`src/rtl/ysyx_cdb_arb_if.sv`:
```
// Common-data-bus writeback bundle: per-unit result requests in, one registered
// result broadcast out. The arbiter drives the master side.
interface ysyx_cdb_arb_if #(
  parameter int N_REQ = 3,
  parameter int XLEN  = 32,
  parameter int TW    = 4,
  parameter int SW    = $clog2(N_REQ)
);
  logic                  flush;
  logic [TW-1:0]         rob_head;
  logic [N_REQ-1:0]      req_valid;
  logic [N_REQ-1:0]      req_ready;
  logic [N_REQ*TW-1:0]   req_dest;
  logic [N_REQ*XLEN-1:0] req_result;
  logic [N_REQ*XLEN-1:0] req_npc;
  logic [N_REQ*XLEN-1:0] req_pc;
  logic [N_REQ-1:0]      req_br_retire;
  logic [N_REQ-1:0]      req_sys_retire;
  logic                  cdb_valid;
  logic                  cdb_ready;
  logic [TW-1:0]         cdb_dest;
  logic [XLEN-1:0]       cdb_result;
  logic [XLEN-1:0]       cdb_npc;
  logic [XLEN-1:0]       cdb_pc;
  logic                  cdb_br_retire;
  logic                  cdb_sys_retire;
  logic [SW-1:0]         cdb_src;

  modport master (
    input  flush, rob_head, req_valid, req_dest, req_result, req_npc, req_pc,
           req_br_retire, req_sys_retire, cdb_ready,
    output req_ready, cdb_valid, cdb_dest, cdb_result, cdb_npc, cdb_pc,
           cdb_br_retire, cdb_sys_retire, cdb_src
  );

  modport slave (
    output flush, rob_head, req_valid, req_dest, req_result, req_npc, req_pc,
           req_br_retire, req_sys_retire, cdb_ready,
    input  req_ready, cdb_valid, cdb_dest, cdb_result, cdb_npc, cdb_pc,
           cdb_br_retire, cdb_sys_retire, cdb_src
  );
endinterface

```
`src/rtl/ysyx_cdb_arb.sv`:
```
// Writeback arbiter: grants one functional unit per cycle onto the shared result
// bus (oldest ROB tag first, or round-robin) through a single output register.
module ysyx_cdb_arb #(
  parameter int N_REQ        = 3,
  parameter int XLEN         = 32,
  parameter int ROB_SIZE     = 8,
  parameter int OLDEST_FIRST = 1,
  localparam int TW          = $clog2(ROB_SIZE) + 1,
  localparam int SW          = $clog2(N_REQ)
) (
  input logic          clock,
  input logic          reset,
  ysyx_cdb_arb_if.master bus
);

  typedef struct packed {
    logic [TW-1:0]   dest;
    logic [XLEN-1:0] result;
    logic [XLEN-1:0] npc;
    logic [XLEN-1:0] pc;
    logic            br_retire;
    logic            sys_retire;
  } entry_t;

  logic [TW-1:0]   dest_arr   [N_REQ];
  logic [XLEN-1:0] result_arr [N_REQ];
  logic [XLEN-1:0] npc_arr    [N_REQ];
  logic [XLEN-1:0] pc_arr     [N_REQ];

  for (genvar i = 0; i < N_REQ; i++) begin : g_unpack
    assign dest_arr[i]   = bus.req_dest[i*TW +: TW];
    assign result_arr[i] = bus.req_result[i*XLEN +: XLEN];
    assign npc_arr[i]    = bus.req_npc[i*XLEN +: XLEN];
    assign pc_arr[i]     = bus.req_pc[i*XLEN +: XLEN];
  end

  entry_t           cdb_q;
  logic             cdb_valid_q;
  logic [SW-1:0]    cdb_src_q;
  logic [SW-1:0]    rr_ptr;

  logic             can_load;
  logic             grant_ok;
  logic             gnt_any;
  logic [SW-1:0]    gnt_idx;
  logic [TW-1:0]    best_age;
  logic [TW-1:0]    age;
  logic [SW:0]      scan;
  logic [SW-1:0]    scan_idx;
  logic [N_REQ-1:0] gnt_vec;
  logic             handshake;
  logic [SW-1:0]    rr_next;

  assign can_load  = !cdb_valid_q || bus.cdb_ready;
  assign grant_ok  = can_load && !bus.flush && !reset;
  assign handshake = grant_ok && gnt_any;

  // Scan in round-robin order from rr_ptr; in age mode a later candidate only
  // wins with a strictly smaller age, so ties fall back to round-robin order.
  always_comb begin
    // NOTE: every combinational output gets a default before any branch, so no latch is inferred.
    gnt_any  = 1'b0;
    gnt_idx  = '0;
    best_age = '0;
    age      = '0;
    scan     = '0;
    scan_idx = '0;
    for (int k = 0; k < N_REQ; k++) begin
      scan = {1'b0, rr_ptr} + (SW+1)'(k);
      if (scan >= (SW+1)'(N_REQ)) scan = scan - (SW+1)'(N_REQ);
      scan_idx = scan[SW-1:0];
      age      = dest_arr[scan_idx] - bus.rob_head;
      if (bus.req_valid[scan_idx] &&
          (!gnt_any || (OLDEST_FIRST != 0 && age < best_age))) begin
        gnt_any  = 1'b1;
        gnt_idx  = scan_idx;
        best_age = age;
      end
    end
  end

  always_comb begin
    gnt_vec = '0;
    for (int i = 0; i < N_REQ; i++) begin
      gnt_vec[i] = handshake && (gnt_idx == SW'(i));
    end
  end

  // Explicit wrap so a non-power-of-two N_REQ never points past the last unit.
  assign rr_next = (gnt_idx == SW'(N_REQ - 1)) ? '0 : gnt_idx + SW'(1);

  always_ff @(posedge clock) begin
    // NOTE: state registers use non-blocking assignments so every flop samples pre-edge values.
    if (reset) begin
      // NOTE: the payload register is reset too, so a discarded entry never leaks stale data.
      cdb_q       <= '0;
      cdb_valid_q <= 1'b0;
      cdb_src_q   <= '0;
      rr_ptr      <= '0;
    end else if (handshake) begin
      cdb_q       <= '{dest:       dest_arr[gnt_idx],
                       result:     result_arr[gnt_idx],
                       npc:        npc_arr[gnt_idx],
                       pc:         pc_arr[gnt_idx],
                       br_retire:  bus.req_br_retire[gnt_idx],
                       sys_retire: bus.req_sys_retire[gnt_idx]};
      cdb_valid_q <= 1'b1;
      cdb_src_q   <= gnt_idx;
      rr_ptr      <= rr_next;
    end else if (bus.flush || bus.cdb_ready) begin
      cdb_valid_q <= 1'b0;
    end
  end

  assign bus.req_ready      = gnt_vec;
  assign bus.cdb_valid      = cdb_valid_q;
  assign bus.cdb_dest       = cdb_q.dest;
  assign bus.cdb_result     = cdb_q.result;
  assign bus.cdb_npc        = cdb_q.npc;
  assign bus.cdb_pc         = cdb_q.pc;
  assign bus.cdb_br_retire  = cdb_q.br_retire;
  assign bus.cdb_sys_retire = cdb_q.sys_retire;
  assign bus.cdb_src        = cdb_src_q;

  a_ready_onehot: assert property (@(posedge clock) $onehot0(bus.req_ready));
  a_no_grant_on_flush: assert property (@(posedge clock) bus.flush |-> (bus.req_ready == '0));
  a_payload_stable: assert property (@(posedge clock) disable iff (reset)
    (cdb_valid_q && !bus.cdb_ready) |=> ($stable(cdb_q) && $stable(cdb_src_q)));

endmodule

```
`src/flat_wrapper.sv`:
```
// flat-port wrapper written by rule: the top's interface ports become plain ports
module ysyx_cdb_arb_flat 
#(
  parameter int N_REQ        = 3,
  parameter int XLEN         = 32,
  parameter int ROB_SIZE     = 8,
  parameter int OLDEST_FIRST = 1,
  localparam int TW          = $clog2(ROB_SIZE) + 1,
  localparam int SW          = $clog2(N_REQ)
)
  (clock, reset, bus_flush, bus_rob_head, bus_req_valid, bus_req_dest, bus_req_result, bus_req_npc, bus_req_pc, bus_req_br_retire, bus_req_sys_retire, bus_cdb_ready, bus_req_ready, bus_cdb_valid, bus_cdb_dest, bus_cdb_result, bus_cdb_npc, bus_cdb_pc, bus_cdb_br_retire, bus_cdb_sys_retire, bus_cdb_src);
  ysyx_cdb_arb_if #(.N_REQ(N_REQ), .XLEN(XLEN), .TW((4))) bus_i ();
  input logic clock;
  input logic reset;
  input wire logic [$bits(bus_i.flush)-1:0] bus_flush;
  input wire logic [$bits(bus_i.rob_head)-1:0] bus_rob_head;
  input wire logic [$bits(bus_i.req_valid)-1:0] bus_req_valid;
  input wire logic [$bits(bus_i.req_dest)-1:0] bus_req_dest;
  input wire logic [$bits(bus_i.req_result)-1:0] bus_req_result;
  input wire logic [$bits(bus_i.req_npc)-1:0] bus_req_npc;
  input wire logic [$bits(bus_i.req_pc)-1:0] bus_req_pc;
  input wire logic [$bits(bus_i.req_br_retire)-1:0] bus_req_br_retire;
  input wire logic [$bits(bus_i.req_sys_retire)-1:0] bus_req_sys_retire;
  input wire logic [$bits(bus_i.cdb_ready)-1:0] bus_cdb_ready;
  output wire logic [$bits(bus_i.req_ready)-1:0] bus_req_ready;
  output wire logic [$bits(bus_i.cdb_valid)-1:0] bus_cdb_valid;
  output wire logic [$bits(bus_i.cdb_dest)-1:0] bus_cdb_dest;
  output wire logic [$bits(bus_i.cdb_result)-1:0] bus_cdb_result;
  output wire logic [$bits(bus_i.cdb_npc)-1:0] bus_cdb_npc;
  output wire logic [$bits(bus_i.cdb_pc)-1:0] bus_cdb_pc;
  output wire logic [$bits(bus_i.cdb_br_retire)-1:0] bus_cdb_br_retire;
  output wire logic [$bits(bus_i.cdb_sys_retire)-1:0] bus_cdb_sys_retire;
  output wire logic [$bits(bus_i.cdb_src)-1:0] bus_cdb_src;
  assign bus_i.flush = bus_flush;
  assign bus_i.rob_head = bus_rob_head;
  assign bus_i.req_valid = bus_req_valid;
  assign bus_i.req_dest = bus_req_dest;
  assign bus_i.req_result = bus_req_result;
  assign bus_i.req_npc = bus_req_npc;
  assign bus_i.req_pc = bus_req_pc;
  assign bus_i.req_br_retire = bus_req_br_retire;
  assign bus_i.req_sys_retire = bus_req_sys_retire;
  assign bus_i.cdb_ready = bus_cdb_ready;
  assign bus_req_ready = bus_i.req_ready;
  assign bus_cdb_valid = bus_i.cdb_valid;
  assign bus_cdb_dest = bus_i.cdb_dest;
  assign bus_cdb_result = bus_i.cdb_result;
  assign bus_cdb_npc = bus_i.cdb_npc;
  assign bus_cdb_pc = bus_i.cdb_pc;
  assign bus_cdb_br_retire = bus_i.cdb_br_retire;
  assign bus_cdb_sys_retire = bus_i.cdb_sys_retire;
  assign bus_cdb_src = bus_i.cdb_src;
  ysyx_cdb_arb #(.N_REQ(N_REQ), .XLEN(XLEN), .ROB_SIZE(ROB_SIZE), .OLDEST_FIRST(OLDEST_FIRST)) u_core (.clock(clock), .reset(reset), .bus(bus_i));
endmodule
```
`config.mk`:
```
export PLATFORM = sky130hd
export DESIGN_NAME = ysyx_cdb_arb_flat
export DESIGN_NICKNAME = d
export VERILOG_FILES = /design/src/rtl/ysyx_cdb_arb_if.sv /design/src/rtl/ysyx_cdb_arb.sv /design/src/flat_wrapper.sv
export SDC_FILE = /design/constraint.sdc
export NUM_CORES = 1
export LEC_CHECK = 0
export BUFFER_PORTS_ARGS = -buffer_cell sky130_fd_sc_hd__buf_2
export CAP_MARGIN = 20
export CELL_PAD_IN_SITES_DETAIL_PLACEMENT = 0
export CELL_PAD_IN_SITES_GLOBAL_PLACEMENT = 1
export CORE_ASPECT_RATIO = 0.8
export CORE_MARGIN = 5
export CORE_UTILIZATION = 31
export DETAILED_ROUTE_END_ITERATION = 16
export HOLD_SLACK_MARGIN = 0.05
export PLACE_DENSITY_LB_ADDON = 0.2
export RECOVER_POWER = 25
export SYNTH_ARGS = -nofsm -noshare
export SYNTH_HDL_FRONTEND = slang
export SYNTH_SLANG_ARGS = --single-unit
```
`constraint.sdc`:
```
create_clock -name clock -period 7.3 [get_ports clock]
set_input_delay 1.46 -clock clock [delete_from_list [all_inputs] [get_ports clock]]
set_output_delay 1.46 -clock clock [all_outputs]
set_load 0.005 [all_outputs]
```
==> results of run 1 <==
## cells by family (layout without fill, tap and decap cells)
group / count (synthesis) / count (layout)
buffers and inverters: 285 / 607
and+or+nand+nor: 372 / 372
other: 0 / 17
DFF: 107 / 107
muxes: 9 / 9
AOI/OAI and AO/OA: 463 / 463
xor gates and xnor gates: 9 / 9
adders and majority gates: 22 / 22
## area by class of cell
cell class,instances,area share
Timing Repair Buffer,471,0.197
Inverter,120,0.0357
Sequential cell,107,0.170
Antenna cell,17,0.00338
Multi-Input combinational cell,875,0.527
Tap cell,420,0.0417
Clock buffer,11,0.0201
Clock inverter,5,0.00477
## worst min-delay path: stages (launching register included)
cell,delay (ns)
dfxtp_1,0.33
nand2_1,0.05
o221ai_1,0.05
## power groups by stage
stage,registers (µW),clock network (µW),logic [µW]
final,873,552,6540
after floorplan,882,0,4510
after detailed placement,882,0,6260
after global routing,894,592,7150
after CTS,872,575,6320
after global placement,884,0,6180
## registers in the layout (all words and copies together) (netlist names)
register / cells
u_core.bus.cdb_br_retire: 1
u_core.bus.cdb_dest: 4
u_core.bus.cdb_npc: 32
u_core.bus.cdb_pc: 32
u_core.bus.cdb_result: 32
u_core.bus.cdb_src: 2
u_core.bus.cdb_sys_retire: 1
u_core.bus.cdb_valid: 1
u_core.rr_ptr: 2
## synthesized netlist by cell type (5+ instances only)
cell type	instances	area (µm²)
a2111oi_0	98	858
a21o_1	6	45.0
a21oi_1	14	70.1
a311oi_1	105	920
and2_1	8	50.1
buf_2	33	165
buf_4	6	45.0
buf_6	7	78.8
clkbuf_1	115	432
dfxtp_1	107	2140
ha_1	18	225
inv_1	120	450
mux2i_1	7	70.1
nand2_1	217	815
nand2b_1	104	651
nand3_1	5	25.0
nor2_1	20	75.1
nor2b_1	8	50.1
o21ai_0	9	45.0
o221ai_1	82	718
o221ai_2	21	315
o311a_1	99	991
xnor2_1	9	78.8
## worst max path at each step
stage	end	cells past startpoint	start
global placement	bus_req_ready[2]	24	bus_req_dest[5]
detailed placement	bus_req_ready[2]	24	bus_req_dest[5]
global route	bus_req_ready[1]	24	bus_req_dest[1]
finish	bus_req_ready[1]	24	bus_req_dest[1]
floorplan	bus_req_ready[0]	29	u_core.rr_ptr[0]
CTS	bus_req_ready[1]	26	bus_req_dest[4]
## repair_timing
item,in CTS,in global routing
endpoints found under the setup margin,3,6
buffers inserted,0,6
gates resized for setup,6,21
pin swaps,0,18
hold buffers,0,0
## metrics by stage
stage / power (µW) / utilization
global placement: 7060 / 0.387
detailed placement: 7140 / 0.387
floorplan: 5400 / -
CTS: 7770 / 0.397
global route: 8640 / 0.402
finish: 7970 / 0.402
## layer usage
layer  global-route usage  share of wire  up-vias
li1                     -              -     5572
met1                0.324           0.44     5751
met2                0.363           0.45      461
met3               0.0736          0.088       62
met4               0.0598          0.018       24
met5                    0         0.0026        -
==> results.toml, run 1 <==
[run_status]
status = "finished, final reports clean"

[power]
peakVddDrop_mv = 1.14
clkPwrFrac = 0.069
pwr-share-comb = 0.821
p_leak_uw = 0.00571
powerDensity_nw_per_um2 = 632
switching_share = 0.586
seqPwrFrac = 0.110
switchingPower_uw = 4670
internal_power_uw = 3300

[grt]
grt_start_max_net_pins = 211
grt_pass1_vias = 11112
antenna_found_initial = 25
gr-total-overflow = 0
grt_use_total = 0.236
grt_pass1_wl_mm = 67.8

[floorplanning]
die_y_um = 169
start_util = 0.313
fp-row-count = 58
core_um2 = 31400
dieWidth_um = 209
pin_count = 425
die_area_um2 = 35300

[logic_synthesis]
synth-simple-area-share = 0.178
synth-seq-cells = 107
ys_async_sr_fraction = 0
synthAdderAreaFrac = 0.0301
syn_inst = 1267
yosysSeqAreaShare = 0.219
synth_compound_area_frac = 0.435
yosys.area_share.xor_xnor = 0.00804
synth_top_family_by_area = "compound AO/OA/AOI/OAI gates"
synth_mux_area_frac = 0.00983
syn-num-nets = 1605
synth_edf_count = 0
ys_types = 55
syn_avg_cell_area_um2 = 7.74
yosys_warnings = 0
ys.flop_type = "dfxtp_1"
netlist_area_um2 = 9800

[run]
cap_violations = 0

[cells_and_area]
seq_area_um2 = 2140
syn_to_final_growth_pct = 28.6
drive_above_1_share = 0.315
fill_cells = 3352
layout.nets = 1922
multi_input_area_um2 = 6640
final_common_cell = "buf_2"
fin_area_um2 = 12600
layout_common_cells = "buf_2, nand2_1, inv_1, dfxtp_1, a311oi_1"
fin_cells = 2026

[route]
drt_iter0_drc = 1008
drt_wl_total_mm = 44.6
drc = 0
ant_nets = 0
first_pass_iters = 6
wl_per_cell_um = 22.0
viasPerCell = 5.86
vias = 11870

[clock_network]
cts_buffers = 9
ctsHtreeMaxLevel = 3
clk_latency_ns = 0.37
clkSinkCount = 107
root_buffer = "clkbuf_16"
cts.clk_slew.worst_paths_ns = 0.08
cts_buffer_depth = 2
cts_tree = "done"

[hold_path]
min_to = "u_core.bus.cdb_pc[12]"
hold_class = "reg -> reg"
whs_path_depth = 2
worstHoldStart = "u_core.bus.cdb_pc[12]"

[sta]
worst_slack_ns = 0.0950
hold_slack_ns = 0.464
min_period_ns = 7.20
setup_viol = 0
worst_pin_slew_ns = 1.17
timing.slew.headroom = 0.223
min_period_over_period = 0.987
rsz0062_at_grt = "yes"
tns_ns = 0
fmax_mhz = 139
hold_violations = 0
slew_viol_final = 0
clock-skew-final_ns = 0.00684

[setup_path]
reg2reg_depth = 27
path_class = "in -> out"
cp-end-kind = "output port"
reg2reg_slack_ns = 0.52
r2r-start = "u_core.rr_ptr[1]"
crit_required_ns = 5.84
crit_slowest_cell = "a311o_2"
cp_slowest_stage_delay_ns = 0.47
crit_fanout = 4
worstPathArrival_ns = 5.74
crit_top_cell = "buf_6"
critPathTopFamily = "compound AO/OA/AOI/OAI gates"
rr_endpoint = "u_core.rr_ptr[0]"
critPathBufInv = 4
worst_setup_path_start_kind = "input port"
critical_path.cell_chain = "buf_6 -> mux2i_2 -> o21ai_2 -> ha_1 -> a21o_1 -> a21oi_2 -> xnor2_1 -> xnor2_1 -> nand2_1 -> ha_4 -> nand3_2 -> o211a_1 -> o21ai_2 -> mux2_4 -> ha_4 -> nor2b_4 -> o21a_1 -> o21a_1 -> buf_6 -> o21ai_4 -> nand3_4 -> a311o_2 -> inv_2 -> buf_6"

[placed_design]
gp_congestion = 0.871
placedCellCount = 1987
dpl_cell_area_um2 = 12100
dp_hpwl_mm = 30.0
port_buffers = 424
pre_cts_slack_ns = -0.180
Power figures use the tool's default switching activity.
==> inputs of run 2 (changes only) <==
--- a/config.mk
+++ b/config.mk
@@ -7,11 +7,11 @@
 export LEC_CHECK = 0
 export BUFFER_PORTS_ARGS = -buffer_cell sky130_fd_sc_hd__buf_2
 export CAP_MARGIN = 20
-export CELL_PAD_IN_SITES_DETAIL_PLACEMENT = 0
-export CELL_PAD_IN_SITES_GLOBAL_PLACEMENT = 1
+export CELL_PAD_IN_SITES_DETAIL_PLACEMENT = 1
+export CELL_PAD_IN_SITES_GLOBAL_PLACEMENT = 2
 export CORE_ASPECT_RATIO = 0.8
 export CORE_MARGIN = 5
-export CORE_UTILIZATION = 31
+export CORE_UTILIZATION = 24
 export DETAILED_ROUTE_END_ITERATION = 16
 export HOLD_SLACK_MARGIN = 0.05
 export PLACE_DENSITY_LB_ADDON = 0.2
==> run 2 against run 1 <==
Utilization fell by 8.8 points; maximum frequency rose by 0.80%; count of clock-buffer cells in the layout did not move; via count rose by 0.22%; sequential power rose by 0.7%; critical path type unchanged; largest power group unchanged; highest routed layer unchanged.
==> results.toml, run 2 (synthesis gave the netlist of run 1 again) <==
[run_status]
status = "finished, final reports clean"

[cells_and_area]
drive_above_1_share = 0.315
layout_common_cells = "buf_2, nand2_1, inv_1, dfxtp_1, a311oi_1"
fin_area_um2 = 12700
final_common_cell = "buf_2"
layout.nets = 1923
syn_to_final_growth_pct = 29.9

[floorplanning]
pin_count = 425
die_area_um2 = 45000
start_util = 0.242
dieWidth_um = 236
core_um2 = 40500
die_y_um = 191
fp-row-count = 66

[power]
clkPwrFrac = 0.063
seqPwrFrac = 0.110
p_total_uw = 8020
powerDensity_nw_per_um2 = 630
p_leak_uw = 0.00569
peakVddDrop_mv = 0.992
switching_share = 0.601
switchingPower_uw = 4820
pwr-share-comb = 0.827
internal_power_uw = 3200

[route]
drt_iter0_drc = 564
ant_nets = 0
drc = 0
first_pass_iters = 6
viasPerCell = 5.55
wl_per_cell_um = 23.3
vias = 11896
drt_wl_total_mm = 49.9

[sta]
clock-skew-final_ns = 0.0110
worst_pin_slew_ns = 1.21
min_period_ns = 7.15
min_period_over_period = 0.979
setup_viol = 0
slew_viol_final = 0
rsz0062_at_grt = "yes"
timing.slew.headroom = 0.190
fmax_mhz = 140
hold_violations = 0

[clock_network]
cts.clk_slew.worst_paths_ns = 0.08
clkSinkCount = 107
hold_buffers = 0
cts_buffers = 9
clk_latency_ns = 0.40
root_buffer = "clkbuf_16"
cts_buffer_depth = 2
cts_tree = "done"
ctsHtreeMaxLevel = 3

[setup_path]
path_class = "in -> out"
worst_setup_path_start_kind = "input port"
crit_fanout = 4
crit_required_ns = 5.84
worstPathArrival_ns = 5.69
cp-end-kind = "output port"

[hold_path]
hold_class = "reg -> reg"

[placed_design]
gp_congestion = 0.837
dpl_cell_area_um2 = 12300
dp_hpwl_mm = 33.7
port_buffers = 424

[grt]
grt_pass1_wl_mm = 74.6
grt_use_total = 0.208
grt_pass1_vias = 12140
antenna_found_initial = 29
grt_start_max_net_pins = 199
gr-total-overflow = 0

[run]
cap_violations = 0
-- run 2: cell types whose count changed in the layout (fill, tap and decap cells not counted), sizes merged --
cell      change
clkbuf        +1
bufinv        -1
clkinv        +2
diode         -6
clkinvlp      -1
-- run 2: final cells by class --
class | instances | area [µm²]
multi-input cells | 875 | 6680
clock inverters | 5 | 28.8
inverters | 120 | 450
diodes | 11 | 27.5
well taps | 544 | 681
clock buffers | 11 | 233
repair buffers | 472 | 2490
flip-flops and latches | 107 | 2140
fillers | 5006 | 27800
-- run 2: layer usage --
metal	wire length, µm	share of wire	up-vias	track usage
met5	224	0.0045	-	0
met4	570	0.011	38	0.0321
met3	3430	0.069	64	0.0732
met2	23700	0.48	303	0.347
met1	22000	0.44	5920	0.265
li1	-	-	5571	-
-- run 2: worst paths after layout --
| check | start | end | slack (ns) | depth (start not counted) |
|---|---|---|---|---|
| max | bus_req_dest[5] | bus_req_ready[1] | 0.15 | 23 |
| min | u_core.bus.cdb_src[0] | u_core.bus.cdb_src[0] | 0.46 | 2 |
| max reg2reg | u_core.rr_ptr[1] | u_core.bus.cdb_pc[28] | 0.70 | 25 |
| min reg2reg | u_core.bus.cdb_src[0] | u_core.bus.cdb_src[0] | 0.46 | 2 |
-- run 2: what timing repair did --
item	in CTS	in global routing
pin swaps	6	25
setup endpoints to repair	3	3
resized for setup	10	19
setup buffers	2	5
-- run 2: worst max-delay path, cell delays in order --
cell and delay [ns]:
buf_6 0.10, mux2i_2 0.17, o21ai_2 0.12, ha_1 0.30, a21o_1 0.19, a21oi_2 0.13
xnor2_1 0.14, xnor2_1 0.14, nand2_1 0.13, ha_4 0.33, nand3_2 0.08, o211a_1 0.27
o21ai_2 0.16, mux2_4 0.33, ha_4 0.21, nor2b_1 0.13, o21a_1 0.16, o21a_1 0.20
o21ai_2 0.21, nand3_4 0.13, a311o_2 0.41, inv_2 0.07, buf_2 0.10
-- run 2: per-stage QoR --
step                      hold WS (ns)  TNS, ns  worst slack [ns]  std cells   util
after floorplan                  0.447        0            0.0184       1267      -
after global placement           0.439   -0.361            -0.155       2114  0.304
after CTS                        0.463        0            0.0341       2132  0.312
after global routing             0.496   -0.142           -0.0652       2138  0.313
after detailed placement         0.444   -0.627            -0.238       2114  0.304
final                            0.460        0             0.152       2145  0.314
-- run 2: power by group through the flow --
| stage | Combinational, µW | Sequential (µW) | Clock (µW) |
|---|---|---|---|
| finish | 6640 | 879 | 506 |
| global route | 7250 | 898 | 553 |
| CTS | 6520 | 878 | 535 |
| detailed placement | 6390 | 888 | 0 |
| global placement | 6250 | 886 | 0 |
| floorplan | 4510 | 882 | 0 |
